===== config.mk =====
export PLATFORM = sky130hd
export DESIGN_NAME = logic_unit_arbiter
export DESIGN_NICKNAME = d
export VERILOG_FILES = /design/src/rtl/logic_unit_arbiter_pkg.sv /design/src/rtl/logic_unit_arbiter_logic_unit.sv /design/src/rtl/logic_unit_arbiter.sv
export SDC_FILE = /design/constraint.sdc
export NUM_CORES = 1
export LEC_CHECK = 0
export ABC_AREA = 0
export ABC_CLOCK_PERIOD_IN_PS = 2200
export BUFFER_PORTS_ARGS = -buffer_cell sky130_fd_sc_hd__buf_2
export CORE_ASPECT_RATIO = 0.9
export CORE_MARGIN = 2
export CORE_UTILIZATION = 25
export DETAILED_ROUTE_END_ITERATION = 12
export GPL_ROUTABILITY_DRIVEN = 0
export GPL_TIMING_DRIVEN = 0
export PLACE_DENSITY = 0.44
export SKIP_LAST_GASP = 1
export SLEW_MARGIN = 15
export SYNTH_ARGS = -nofsm -noshare
export SYNTH_HDL_FRONTEND = slang
export SYNTH_HIERARCHICAL = 1
export SYNTH_SLANG_ARGS = --single-unit

===== constraint.sdc =====
create_clock -name clk -period 2.2 [get_ports clk]
set_input_delay 0.33 -clock clk [delete_from_list [all_inputs] [get_ports clk]]
set_output_delay 0.33 -clock clk [all_outputs]
set_load 0.005 [all_outputs]

===== src/rtl/logic_unit_arbiter_pkg.sv =====
// logic_unit_arbiter_pkg: opcodes and FSM states shared by the arbiter and its logic unit
package logic_unit_arbiter_pkg;
  localparam logic [1:0] OP_AND = 2'b00;
  localparam logic [1:0] OP_OR  = 2'b01;
  localparam logic [1:0] OP_XOR = 2'b10;
  localparam logic [1:0] OP_NOR = 2'b11;
  typedef enum logic [1:0] {ST_IDLE, ST_EXEC, ST_RESP} state_t;
endpackage


===== src/rtl/logic_unit_arbiter_logic_unit.sv =====
// logic_unit: combinational bitwise AND/OR/XOR/NOR over WIDTH bits
module logic_unit
  import logic_unit_arbiter_pkg::*;
#(
  parameter int WIDTH = 8
) (
  input  logic [WIDTH-1:0] a,
  input  logic [WIDTH-1:0] b,
  input  logic [1:0]       op,
  output logic [WIDTH-1:0] y
);
  always_comb y = (op == OP_AND) ? (a & b) :
                  (op == OP_OR)  ? (a | b) :
                  (op == OP_XOR) ? (a ^ b) : ~(a | b);
endmodule


===== src/rtl/logic_unit_arbiter.sv =====
// logic_unit_arbiter: round-robin sharing of one logic unit; define LUA_PRIO0_EN to give requester 0 fixed priority
module logic_unit_arbiter
  import logic_unit_arbiter_pkg::*;
#(
  parameter int N_REQ = 4,
  parameter int WIDTH = 8,
  parameter int ID_W  = 2
) (
  input  logic                   clk,
  input  logic                   rst,
  input  logic [N_REQ-1:0]       req_valid,
  output logic [N_REQ-1:0]       req_ready,
  input  logic [N_REQ*WIDTH-1:0] req_a,
  input  logic [N_REQ*WIDTH-1:0] req_b,
  input  logic [N_REQ*2-1:0]     req_op,
  output logic                   resp_valid,
  input  logic                   resp_ready,
  output logic [WIDTH-1:0]       resp_data,
  output logic [ID_W-1:0]        resp_id
);
  state_t state_q, state_d;
  logic [ID_W-1:0] rr_ptr_q, rr_ptr_d, id_q, id_d, resp_id_q, resp_id_d;
  logic [ID_W-1:0] gnt, idx, id_inc;
  logic [ID_W:0] sum;
  logic [WIDTH-1:0] a_q, a_d, b_q, b_d, y, resp_data_q, resp_data_d;
  logic [1:0] op_q, op_d;
  logic resp_valid_q, resp_valid_d, found;
  logic [WIDTH-1:0] a_arr [N_REQ];
  logic [WIDTH-1:0] b_arr [N_REQ];
  logic [1:0] op_arr [N_REQ];
  for (genvar i = 0; i < N_REQ; i++) begin : g_unpack
    assign a_arr[i] = req_a[i*WIDTH +: WIDTH];
    assign b_arr[i] = req_b[i*WIDTH +: WIDTH];
    assign op_arr[i] = req_op[i*2 +: 2];
  end
  logic_unit #(.WIDTH(WIDTH)) u_lu (
    .a (a_q),
    .b (b_q),
    .op(op_q),
    .y (y)
  );
  // Search starts at rr_ptr and wraps modulo N_REQ.
  always_comb begin
    found = 1'b0;
    gnt = '0;
    sum = '0;
    idx = '0;
    for (int k = 0; k < N_REQ; k++) begin
      sum = {1'b0, rr_ptr_q} + (ID_W+1)'(k);
      idx = (sum >= (ID_W+1)'(N_REQ)) ? ID_W'(sum - (ID_W+1)'(N_REQ)) : ID_W'(sum);
`ifdef LUA_PRIO0_EN
      if (!found && req_valid[idx] && idx != '0) begin
`else
      if (!found && req_valid[idx]) begin
`endif
        found = 1'b1;
        gnt = idx;
      end
    end
`ifdef LUA_PRIO0_EN
    if (req_valid[0]) begin
      found = 1'b1;
      gnt = '0;
    end
`endif
  end
  assign id_inc = (id_q == ID_W'(N_REQ-1)) ? '0 : id_q + ID_W'(1);
  always_comb begin
    state_d = state_q;
    rr_ptr_d = rr_ptr_q;
    id_d = id_q;
    a_d = a_q;
    b_d = b_q;
    op_d = op_q;
    resp_valid_d = resp_valid_q;
    resp_data_d = resp_data_q;
    resp_id_d = resp_id_q;
    req_ready = '0;
    case (state_q)
      ST_IDLE: if (found) begin
        req_ready[gnt] = ~rst;
        a_d = a_arr[gnt];
        b_d = b_arr[gnt];
        op_d = op_arr[gnt];
        id_d = gnt;
        state_d = ST_EXEC;
      end
      ST_EXEC: begin
        resp_data_d = y;
        resp_id_d = id_q;
        resp_valid_d = 1'b1;
        state_d = ST_RESP;
      end
      ST_RESP: if (resp_ready) begin
        resp_valid_d = 1'b0;
`ifdef LUA_PRIO0_EN
        rr_ptr_d = (id_q != '0) ? id_inc : rr_ptr_q;
`else
        rr_ptr_d = id_inc;
`endif
        state_d = ST_IDLE;
      end
      default: state_d = ST_IDLE;
    endcase
  end
  always_ff @(posedge clk or posedge rst) begin
    if (rst) begin
      state_q <= ST_IDLE;
      rr_ptr_q <= '0;
      id_q <= '0;
      a_q <= '0;
      b_q <= '0;
      op_q <= '0;
      resp_valid_q <= 1'b0;
      resp_data_q <= '0;
      resp_id_q <= '0;
    end else begin
      state_q <= state_d;
      rr_ptr_q <= rr_ptr_d;
      id_q <= id_d;
      a_q <= a_d;
      b_q <= b_d;
      op_q <= op_d;
      resp_valid_q <= resp_valid_d;
      resp_data_q <= resp_data_d;
      resp_id_q <= resp_id_d;
    end
  end
  assign resp_valid = resp_valid_q;
  assign resp_data = resp_data_q;
  assign resp_id = resp_id_q;
endmodule


==> results of run 1 <==
[synth_stat cells]
cell type / instances
nand3b_1: 1
nand2b_1: 2
o211a_1: 1
inv_1: 29
mux2_2: 11
buf_6: 4
and3_1: 20
nor2b_1: 3
a221oi_4: 1
clkbuf_1: 6
dfrtp_1: 35
a31oi_1: 18
buf_2: 8
a21oi_2: 1
buf_4: 1
or2_2: 1
or2_4: 1
a211o_1: 2
mux4_2: 8
o21ai_2: 1
o21a_1: 1
a21o_1: 1
o22ai_1: 2
a22oi_1: 19
nand2_1: 4
buf_1: 1
nor3b_1: 1
o31ai_1: 2
a21oi_1: 22
and4b_1: 1
ha_1: 25
nor3_1: 3
o21ai_0: 20
nand3_1: 1
nor2_1: 24
o21bai_2: 1
[power by group through the flow]
stage	combinational [mW]	clock, mW	sequential (mW)
after CTS	2.63	0.711	1.26
after global routing	2.96	0.733	1.31
after global placement	2.37	0	1.27
after floorplan	1.74	0	1.20
final	2.65	0.687	1.26
after detailed placement	2.44	0	1.28
[cell type report]
| class | count | area (um2) |
|---|---|---|
| tap | 129 | 161 |
| fill | 1127 | 6690 |
| timing repair buffer | 104 | 571 |
| inverter | 29 | 113 |
| buffer | 19 | 146 |
| sequential | 35 | 877 |
| multi-input combinational | 198 | 1560 |
| clock buffer | 7 | 133 |
| clock inverter | 1 | 5.00 |
[worst max-delay path by stage]
stage | end | cells past startpoint
after floorplan | req_ready[2] | 6
after global placement | req_ready[0] | 4
after detailed placement | req_ready[2] | 7
after CTS | req_ready[2] | 6
after global routing | req_ready[1] | 5
final | req_ready[0] | 7
[cell families (layout without fill, tap and decap cells)]
| group | after synthesis | count (layout) | share of synthesized area, % |
|---|---|---|---|
| AND/OR/NAND/NOR | 62 | 62 | 12.2 |
| buffers and inverters | 49 | 160 | 8.65 |
| AO/OA/AOI/OAI | 92 | 92 | 22.4 |
| multiplexers | 19 | 19 | 11.5 |
| adder cells (fa/ha/maj) | 25 | 25 | 11.9 |
| flip-flops | 35 | 35 | 33.3 |
[per-layer routing]
layer  part of all wire, %  vias up  GRT usage, %
met3                   6.1        6          2.93
met5                     0        -             0
met1                    47     1231          21.5
met4                  0.91        0          4.03
met2                    46       79          25.2
li1                      -     1246             -
[metrics by stage]
| stage | power, mW | TNS, ns | worst slack, ns | util [%] |
|---|---|---|---|---|
| 2_1_floorplan | 2.94 | 0 | 0.422 | - |
| 3_3_place_gp | 3.64 | -0.661 | -0.275 | 31.7 |
| 3_5_place_dp | 3.72 | -0.193 | -0.167 | 31.9 |
| 4_1_cts | 4.61 | -0.112 | -0.112 | 34.3 |
| 5_1_grt | 5.00 | -0.0261 | -0.0261 | 34.8 |
| 6_report | 4.60 | 0 | 0.0419 | 34.8 |
[registers in the layout, indices dropped and copies added, names as in the netlist]
| name | count |
|---|---|
| a_q | 8 |
| b_q | 8 |
| id_q | 2 |
| op_q | 2 |
| resp_data | 8 |
| resp_id | 2 |
| resp_valid | 1 |
| rr_ptr_q | 2 |
| state_q | 2 |
[repair_timing]
item | 4_1_cts | 5_1_grt
buffers inserted | 8 | 4
resized for setup | 15 | 4
endpoints found under the hold margin | 8 | 0
pin swaps | 2 | 1
endpoints found under the setup margin | 4 | 3
cloned | 0 | 0
hold buffers | 1 | 0
[worst max-delay path, stage by stage, from the launching register on]
cell and delay [ns]:
dfrtp_2 0.43, buf_4 0.15, and4b_1 0.18, a211o_1 0.24
buf_6 0.13, buf_6 0.13, and3_4 0.17, buf_2 0.12
==> impl_metrics.yaml, run 1 <==
clocking:
  cts_tree: "built"
  clock_path_buffers: 2
  insertion_delay_ns: 0.28
  htreeDepth: 2
  cts.clk_slew.worst_paths_ns: 0.06
  root_buffer: "clkbuf_16"
  cts_buffers: 5
  clkSinkCount: 35
synth:
  ys_seq_elements: 35
  syn_area_um2: 2630
  yosysSeqAreaShare_pct: 33.3
  syn_inst: 282
  synth.avg_cell_area_um2: 9.34
  synth_top_cell_area_share_pct: 33.3
  synth_area_leaders: "dfrtp_1 33%, ha_1 12%, mux4_2 6.8%, a22oi_1 5.4%, and3_1 4.8%"
  synth_cell_types: 36
  yosysWarnings: 6
  yosys.area.top_type: "dfrtp_1"
  syn_nets: 386
floorplanning:
  dieArea_um2: 11400
  io_pins: 94
  start_util_pct: 25.7
  core_area_um2: 10200
  die_h_um: 101
  rows: 35
  fp.dieW_um: 112
timing:
  holdWs_ns: 0.317
  worstMarginPinSlew_ns: 0.719
  relSlewSlack_pct: 52.1
  setup_violations: 0
  fmax_mhz: 463
  finClkSkew_ns: 0.00692
  report.final.slew_viol_count: 0
  period_needed_ns: 2.16
  rsz0062_at_grt: "true"
  hold_violations: 0
  min_period_over_period_pct: 98.1
routing:
  drc: 0
  firstDrtPassIters: 4
  wirelength_um: 8920
  antenna_left: 0
  avgRoutedWirePerCell_um: 17.1
  vias_per_cell: 4.91
  dr_total_vias: 2562
  drtIter0Drc: 175
critical_path:
  rrSetupSlack_ns: 0.33
  path_class: "flip-flop to output port"
  cp-end-kind: "output port"
  r2r-end: "b_q[4]"
  critical_path_required_ns: 1.87
  crit_arrival_ns: 1.83
  start_kind: "flip-flop"
  cp-startpoint: "rr_ptr_q[0]"
  r2r_start: "rr_ptr_q[0]"
  reg2reg_depth: 7
  worstPathMaxFanout: 10
power_and_ir_drop:
  pwr_density_cell_nw_per_um2: 1290
  internal-power_mw: 2.72
  power_switching_mw: 1.88
  irDropWorstVdd_uv: 347
  combinationalPowerShare_pct: 57.6
  clock_power_share_pct: 14.9
  p_leak_nw: 1.79
  seqPwrFrac_pct: 27.5
  netSwitchingFraction_pct: 40.9
global_route:
  grt-ovfl-total: 0
  grt_max_degree: 29
  antenna_found_initial: 0
  grt_pass1_vias: 2527
  grt_pass1_wl_um: 13700
  grt_use_total_pct: 15.6
layout:
  stdcell_count: 522
  fin_area_um2: 3560
  mostFrequentLayoutCell: "buf_2"
  antenna_cells: 0
  nets: 496
  layout_common_cells: "95 x buf_2, 34 x dfrtp_1, 27 x inv_1, 25 x ha_1, 24 x nor2_1"
  syn2layout_area_growth_pct: 35.3
  drive_above_1_share_pct: 39.4
min_path:
  min_from: "req_a[20]"
  hold_end: "a_q[4]"
  hold_depth: 3
  hold_path.class: "input pin to flip-flop"
place:
  dp.cells: 502
  dp_hpwl_um: 6630
  place_area_um2: 3260
  portBuffers: 90
flow_run:
  maxCapViolCount: 0
run_status:
  status: "complete, no violations"
Power figures use the tool's default switching activity.
==> run 2, diff against run 1 <==
Settings changed: CORE_UTILIZATION 25 to 50, PLACE_DENSITY 0.44 to 0.78.
==> run 2 against run 1 <==
Effect of this change:
- sequential share of layout area grew 1.9 points
- non-clock buffer count down 10
- clock skew is 0.0010 ns lower
- sequential power is essentially flat
- combinational power is 7.5% lower
- maximum frequency down 0.39%
- power shrank 10%
- largest power group unchanged
==> impl_metrics.yaml, run 2 (same netlist as run 1, synthesis figures left out) <==
place:
  dp_hpwl_um: 5460
  portBuffers: 90
  place_ws_ns: -0.00701
  dp.cells: 439
critical_path:
  critical_path_required_ns: 1.87
  worstPathMaxFanout: 10
  crit_family: "buffers and inverters"
  r2r-end: "b_q[1]"
  cp_cell_sequence: "buf_6 -> nor2b_1 -> o21ai_4 -> clkbuf_4 -> nand3_1 -> nor3_1 -> buf_2"
  r2r_start: "rr_ptr_q[1]"
  cp-startpoint: "rr_ptr_q[1]"
  rrSetupSlack_ns: 0.39
  cp-end-kind: "output port"
  cp_slowest_cell: "dfrtp_1"
  reg2reg_depth: 6
  crit_arrival_ns: 1.84
  start_kind: "flip-flop"
  crit_buf_inv: 3
  path_class: "flip-flop to output port"
  max_stage_delay_ns: 0.43
clocking:
  insertion_delay_ns: 0.28
  clock_path_buffers: 2
  clkSinkCount: 35
  htreeDepth: 2
  cts_tree: "built"
  cts_buffers: 5
  root_buffer: "clkbuf_8"
  cts.clk_slew.worst_paths_ns: 0.07
layout:
  stdcell_count: 448
  final_util_pct: 64.0
  drive_above_1_share_pct: 37.0
  layout_common_cells: "95 x buf_2, 35 x dfrtp_1, 28 x inv_1, 25 x ha_1, 24 x nor2_1"
  mostFrequentLayoutCell: "buf_2"
  nets: 486
  syn2layout_area_growth_pct: 25.5
  antenna_cells: 0
routing:
  antenna_left: 0
  avgRoutedWirePerCell_um: 15.5
  drc: 0
  drtIter0Drc: 250
  firstDrtPassIters: 4
  wirelength_um: 6920
  vias_per_cell: 5.63
  dr_total_vias: 2520
timing:
  relSlewSlack_pct: 50.7
  min_period_over_period_pct: 98.5
  worstMarginPinSlew_ns: 0.739
  fmax_mhz: 462
  setup_violations: 0
  period_needed_ns: 2.17
  report.final.slew_viol_count: 0
  setup_slack_ns: 0.0334
  rsz0062_at_grt: "true"
  finClkSkew_ns: 0.00590
  hold_violations: 0
floorplanning:
  fp.dieW_um: 80.5
  dieArea_um2: 5860
  rows: 25
  die_h_um: 72.8
  start_util_pct: 51.0
  io_pins: 94
  core_area_um2: 5160
global_route:
  use_met1_pct: 35.5
  top_usage_layer: "met2"
  grt_use_met2_pct: 39.4
  grt-ovfl-total: 0
  grt_pass1_vias: 2340
  grtUsageMet3_pct: 5.20
  grt_max_degree: 38
  grt_pass1_wl_um: 11200
  antenna_found_initial: 0
  grt_use_total_pct: 25.1
power_and_ir_drop:
  pwr_density_cell_nw_per_um2: 1250
  irDropWorstVdd_uv: 635
  power_mw: 4.13
  p_leak_nw: 1.70
run_status:
  status: "complete, no violations"
min_path:
  hold_path.class: "input pin to asynchronous set/reset pin"
flow_run:
  maxCapViolCount: 0
## run 2: cell types whose count changed in the layout (fill, tap and decap cells not counted), sizes merged
cell,delta
clkinv,-1
dlygate4sd3,-1
clkinvlp,-1
buf,-10
inv,+1
## run 2: cell type report
| cell class | count | area, um2 |
|---|---|---|
| Clock buffer | 6 | 72.6 |
| Multi-Input combinational cell | 198 | 1550 |
| Tap cell | 67 | 83.8 |
| Sequential cell | 35 | 876 |
| Buffer | 17 | 116 |
| Fill cell | 460 | 1860 |
| Inverter | 29 | 109 |
| Timing Repair Buffer | 96 | 495 |
## run 2: per-layer routing
layer | wire (um) | share of wire, % | up-vias
met2 | 3240 | 47 | 102
met3 | 591 | 8.5 | 6
met5 | 0 | 0 | -
met1 | 3010 | 43 | 1199
li1 | - | - | 1213
met4 | 78 | 1.1 | 0
## run 2: timing repair
item | 4_1_cts | 5_1_grt
endpoints found under the setup margin | 4 | 4
setup buffers | 2 | 4
gates resized for setup | 3 | 6
cloned | 0 | 0
pin swaps | 1 | 1
hold buffers | 0 | 0
## run 2: power breakdown
| part | total [mW] | switching (mW) | internal [mW] |
|---|---|---|---|
| sequential | 1.26 | 0.271 | 0.986 |
| combinational | 2.45 | 1.22 | 1.23 |
| clock | 0.422 | 0.211 | 0.211 |
## run 2: through the flow
step	setup TNS, ns	hold slack, ns	area (um2)
floorplan	0	0.470	2630
global placement	-0.158	0.484	3170
detailed placement	-0.00701	0.493	3170
CTS	-0.0127	0.225	3270
global route	-0.0965	0.268	3300
finish	0	0.193	3300
## run 2: worst max path at each step
| stage | endpoint | depth (start not counted) |
|---|---|---|
| floorplan | req_ready[2] | 6 |
| global placement | req_ready[1] | 4 |
| detailed placement | req_ready[2] | 7 |
| CTS | req_ready[3] | 7 |
| global route | req_ready[3] | 7 |
| finish | req_ready[3] | 7 |
==> run 3, diff against run 2 <==
Settings changed: ABC_AREA 0 to 1, PLACE_DENSITY 0.78 to 0.76, REMOVE_ABC_BUFFERS set to 1.
==> run 3 against run 2 <==
Effect of this change:
- global-route usage grew 4.9 points
- highest routed layer unchanged
- clock skew grew 0.0064 ns
- clock-buffer cell count did not move
- wire length grew 53%
- critical endpoint is now req_ready[2]
- die area up 17%
- the run now ends with negative setup slack left
- maximum frequency shrank 16%
- critical path depth increased by 4
- flip-flop and latch count unchanged
==> impl_metrics.yaml, run 3 <==
critical_path:
  cp_slowest_cell: "dfrtp_2"
  critical_path_required_ns: 1.87
  crit_buf_inv: 3
  max_stage_delay_ns: 0.49
  cpMostUsedCell: "nand2_4"
  cp-end-kind: "output port"
  cp_cell_sequence: "buf_6 -> nand2_4 -> nand2_4 -> nand2_4 -> nand2_4 -> nor2_4 -> nand4_1 -> nand3_4 -> clkinvlp_4 -> nor3_2 -> buf_2"
  path_class: "flip-flop to output port"
  worstPathMaxFanout: 5
  crit_family: "simple AND/OR/NAND/NOR gates"
  crit_arrival_ns: 2.26
  start_kind: "flip-flop"
routing:
  vias_per_cell: 5.35
  wirelength_um: 10600
  firstDrtPassIters: 6
  drc: 0
  antenna_left: 0
  avgRoutedWirePerCell_um: 15.2
  drtIter0Drc: 332
  dr_total_vias: 3737
clocking:
  insertion_delay_ns: 0.30
  htreeDepth: 2
  root_buffer: "clkbuf_8"
  cts_tree: "built"
  cts_buffers: 5
  cts.clk_slew.worst_paths_ns: 0.08
  clkSinkCount: 35
  clock_path_buffers: 2
synth:
  synth.area.mux_share_pct: 0
  syn_area_um2: 3100
  syn_inst: 501
  synth-compound-area-share_pct: 2.87
  synthTopCellsByCount: "263 x nand2_1, 55 x nand3_1, 44 x inv_1"
  yosysWarnings: 6
  synth_fa_ha_area_share_pct: 10.1
  synth_edf_count: 0
  synth-async-reset-ratio_pct: 100
  synth_xor_area_share_pct: 0
  synth_top_family_by_area: "simple AND/OR/NAND/NOR gates"
  synth_top_cell_area_share_pct: 31.9
  synth_area_leaders: "nand2_1 32%, dfrtp_1 28%, ha_1 10%, nand3_1 8.9%, inv_1 5.3%"
  synth.avg_cell_area_um2: 6.18
  synth.most_common_cell: "nand2_1"
  yosys.area.top_type: "nand2_1"
  synthSimpleGateAreaFrac_pct: 47.9
  synth_cell_types: 24
  yosysSeqAreaShare_pct: 28.3
  synth_ff_type: "dfrtp_1"
  ys_seq_elements: 35
layout:
  layout_common_cells: "234 x nand2_1, 93 x buf_2, 49 x nand3_1, 41 x inv_1, 33 x dfrtp_1"
  final_util_pct: 72.6
  mostFrequentLayoutCell: "nand2_1"
  drive_above_1_share_pct: 35.3
  sequential_cell_area_um2: 878
  multi_input_area_um2: 2240
  stdcell_count: 698
  nets: 729
  syn2layout_area_growth_pct: 41.9
  antenna_cells: 0
  nFillCells: 466
place:
  dp_hpwl_um: 5090
  dp.cells: 644
  portBuffers: 93
  place_ws_ns: -1.64
floorplanning:
  io_pins: 94
  start_util_pct: 51.2
  fp.dieW_um: 86.9
  dieArea_um2: 6840
  rows: 27
  core_area_um2: 6050
  die_h_um: 78.6
min_path:
  hold_path.class: "input pin to asynchronous set/reset pin"
power_and_ir_drop:
  combinationalPowerShare_pct: 78.5
  clock_power_share_pct: 6.3
  pwr_density_cell_nw_per_um2: 1840
  netSwitchingFraction_pct: 55.3
  p_leak_nw: 2.61
  seqPwrFrac_pct: 15.2
  irDropWorstVdd_uv: 948
  power_switching_mw: 4.46
  internal-power_mw: 3.61
  power_mw: 8.07
timing:
  finClkSkew_ns: 0.0123
  hold_violations: 0
  setup_violations: 23
  setup_slack_ns: -0.388
  worstMarginPinSlew_ns: 0.743
  holdWs_ns: 0.156
  rsz0062_at_grt: "true"
  report.final.slew_viol_count: 0
  period_needed_ns: 2.59
  fmax_mhz: 386
  min_period_over_period_pct: 118
  relSlewSlack_pct: 50.4
global_route:
  grt_max_degree: 38
  grt_pass1_vias: 3418
  grt-ovfl-total: 0
  grt_pass1_wl_um: 16200
  antenna_found_initial: 0
  grt_use_total_pct: 30.0
run_status:
  status: "complete, but fails checks"
  violations: "negative setup slack"
flow_run:
  maxCapViolCount: 0
==> run 3: changes by cell type after synthesis, moves of 11 or more <==
| cell | delta |
|---|---|
| nand2_1 | +259 |
| nand3_1 | +54 |
| a21oi_1 | -21 |
| and3_1 | -20 |
| a22oi_1 | -19 |
| nor2_1 | -19 |
| a31oi_1 | -17 |
| nand2_2 | +16 |
| inv_1 | +15 |
| mux2_2 | -11 |
==> run 3: final timing paths <==
kind,slack [ns],start,to,depth (start not counted)
worst max-delay path,-0.39,rr_ptr_q[0],req_ready[2],11
worst min-delay path,0.16,rst,resp_data[1],2
worst max register to register,-0.20,rr_ptr_q[0],a_q[2],18
worst min register to register,0.47,resp_data[2],resp_data[2],2
max in group asynchronous,1.53,rst,rr_ptr_q[1],2
min in group clk,0.26,resp_ready,state_q[1],2
==> run 3: cells by family (layout without fill, tap and decap cells) <==
family / count (synthesis) / count (layout)
AOI/OAI and AO/OA: 17 / 17
buffers and inverters: 72 / 191
and+or+nand+nor: 352 / 358
DFF: 35 / 35
adders and majority gates: 25 / 25
==> run 3: cell type report <==
cell class	instances	area share, %
Timing Repair inverter	3	0.484
Inverter	50	4.87
Clock inverter	2	0.370
Tap cell	72	2.05
Sequential cell	35	20.0
Clock buffer	6	1.88
Multi-Input combinational cell	400	51.0
Timing Repair Buffer	130	19.3
==> run 3: timing repair <==
item	4_1_cts	5_1_grt
hold buffers	0	0
gates cloned	8	3
endpoints found under the setup margin	25	23
setup buffers	22	13
gates resized for setup	51	42
pin swaps	17	19
==> run 3: power groups by stage <==
| stage | clock network (mW) | registers [mW] | logic, mW |
|---|---|---|---|
| floorplan | 0 | 1.16 | 2.99 |
| global placement | 0 | 1.19 | 3.80 |
| detailed placement | 0 | 1.20 | 3.95 |
| CTS | 0.511 | 1.19 | 5.33 |
| global route | 0.536 | 1.26 | 6.93 |
| finish | 0.509 | 1.23 | 6.34 |
==> run 3: layer usage <==
| metal | global-route usage (%) | routed length (um) | vias to the layer above |
|---|---|---|---|
| li1 | - | - | 1796 |
| met1 | 39.0 | 4380 | 1679 |
| met2 | 49.7 | 4970 | 229 |
| met3 | 5.89 | 951 | 33 |
| met4 | 9.84 | 282 | 0 |
| met5 | 0 | 0 | - |
==> run 3: per-stage QoR <==
| step | area [um2] | TNS [ns] |
|---|---|---|
| after CTS | 4070 | -1.13 |
| after global routing | 4390 | -7.01 |
| after floorplan | 2950 | -8.82 |
| after detailed placement | 3500 | -30.81 |
| final | 4390 | -4.52 |
| after global placement | 3500 | -26.03 |
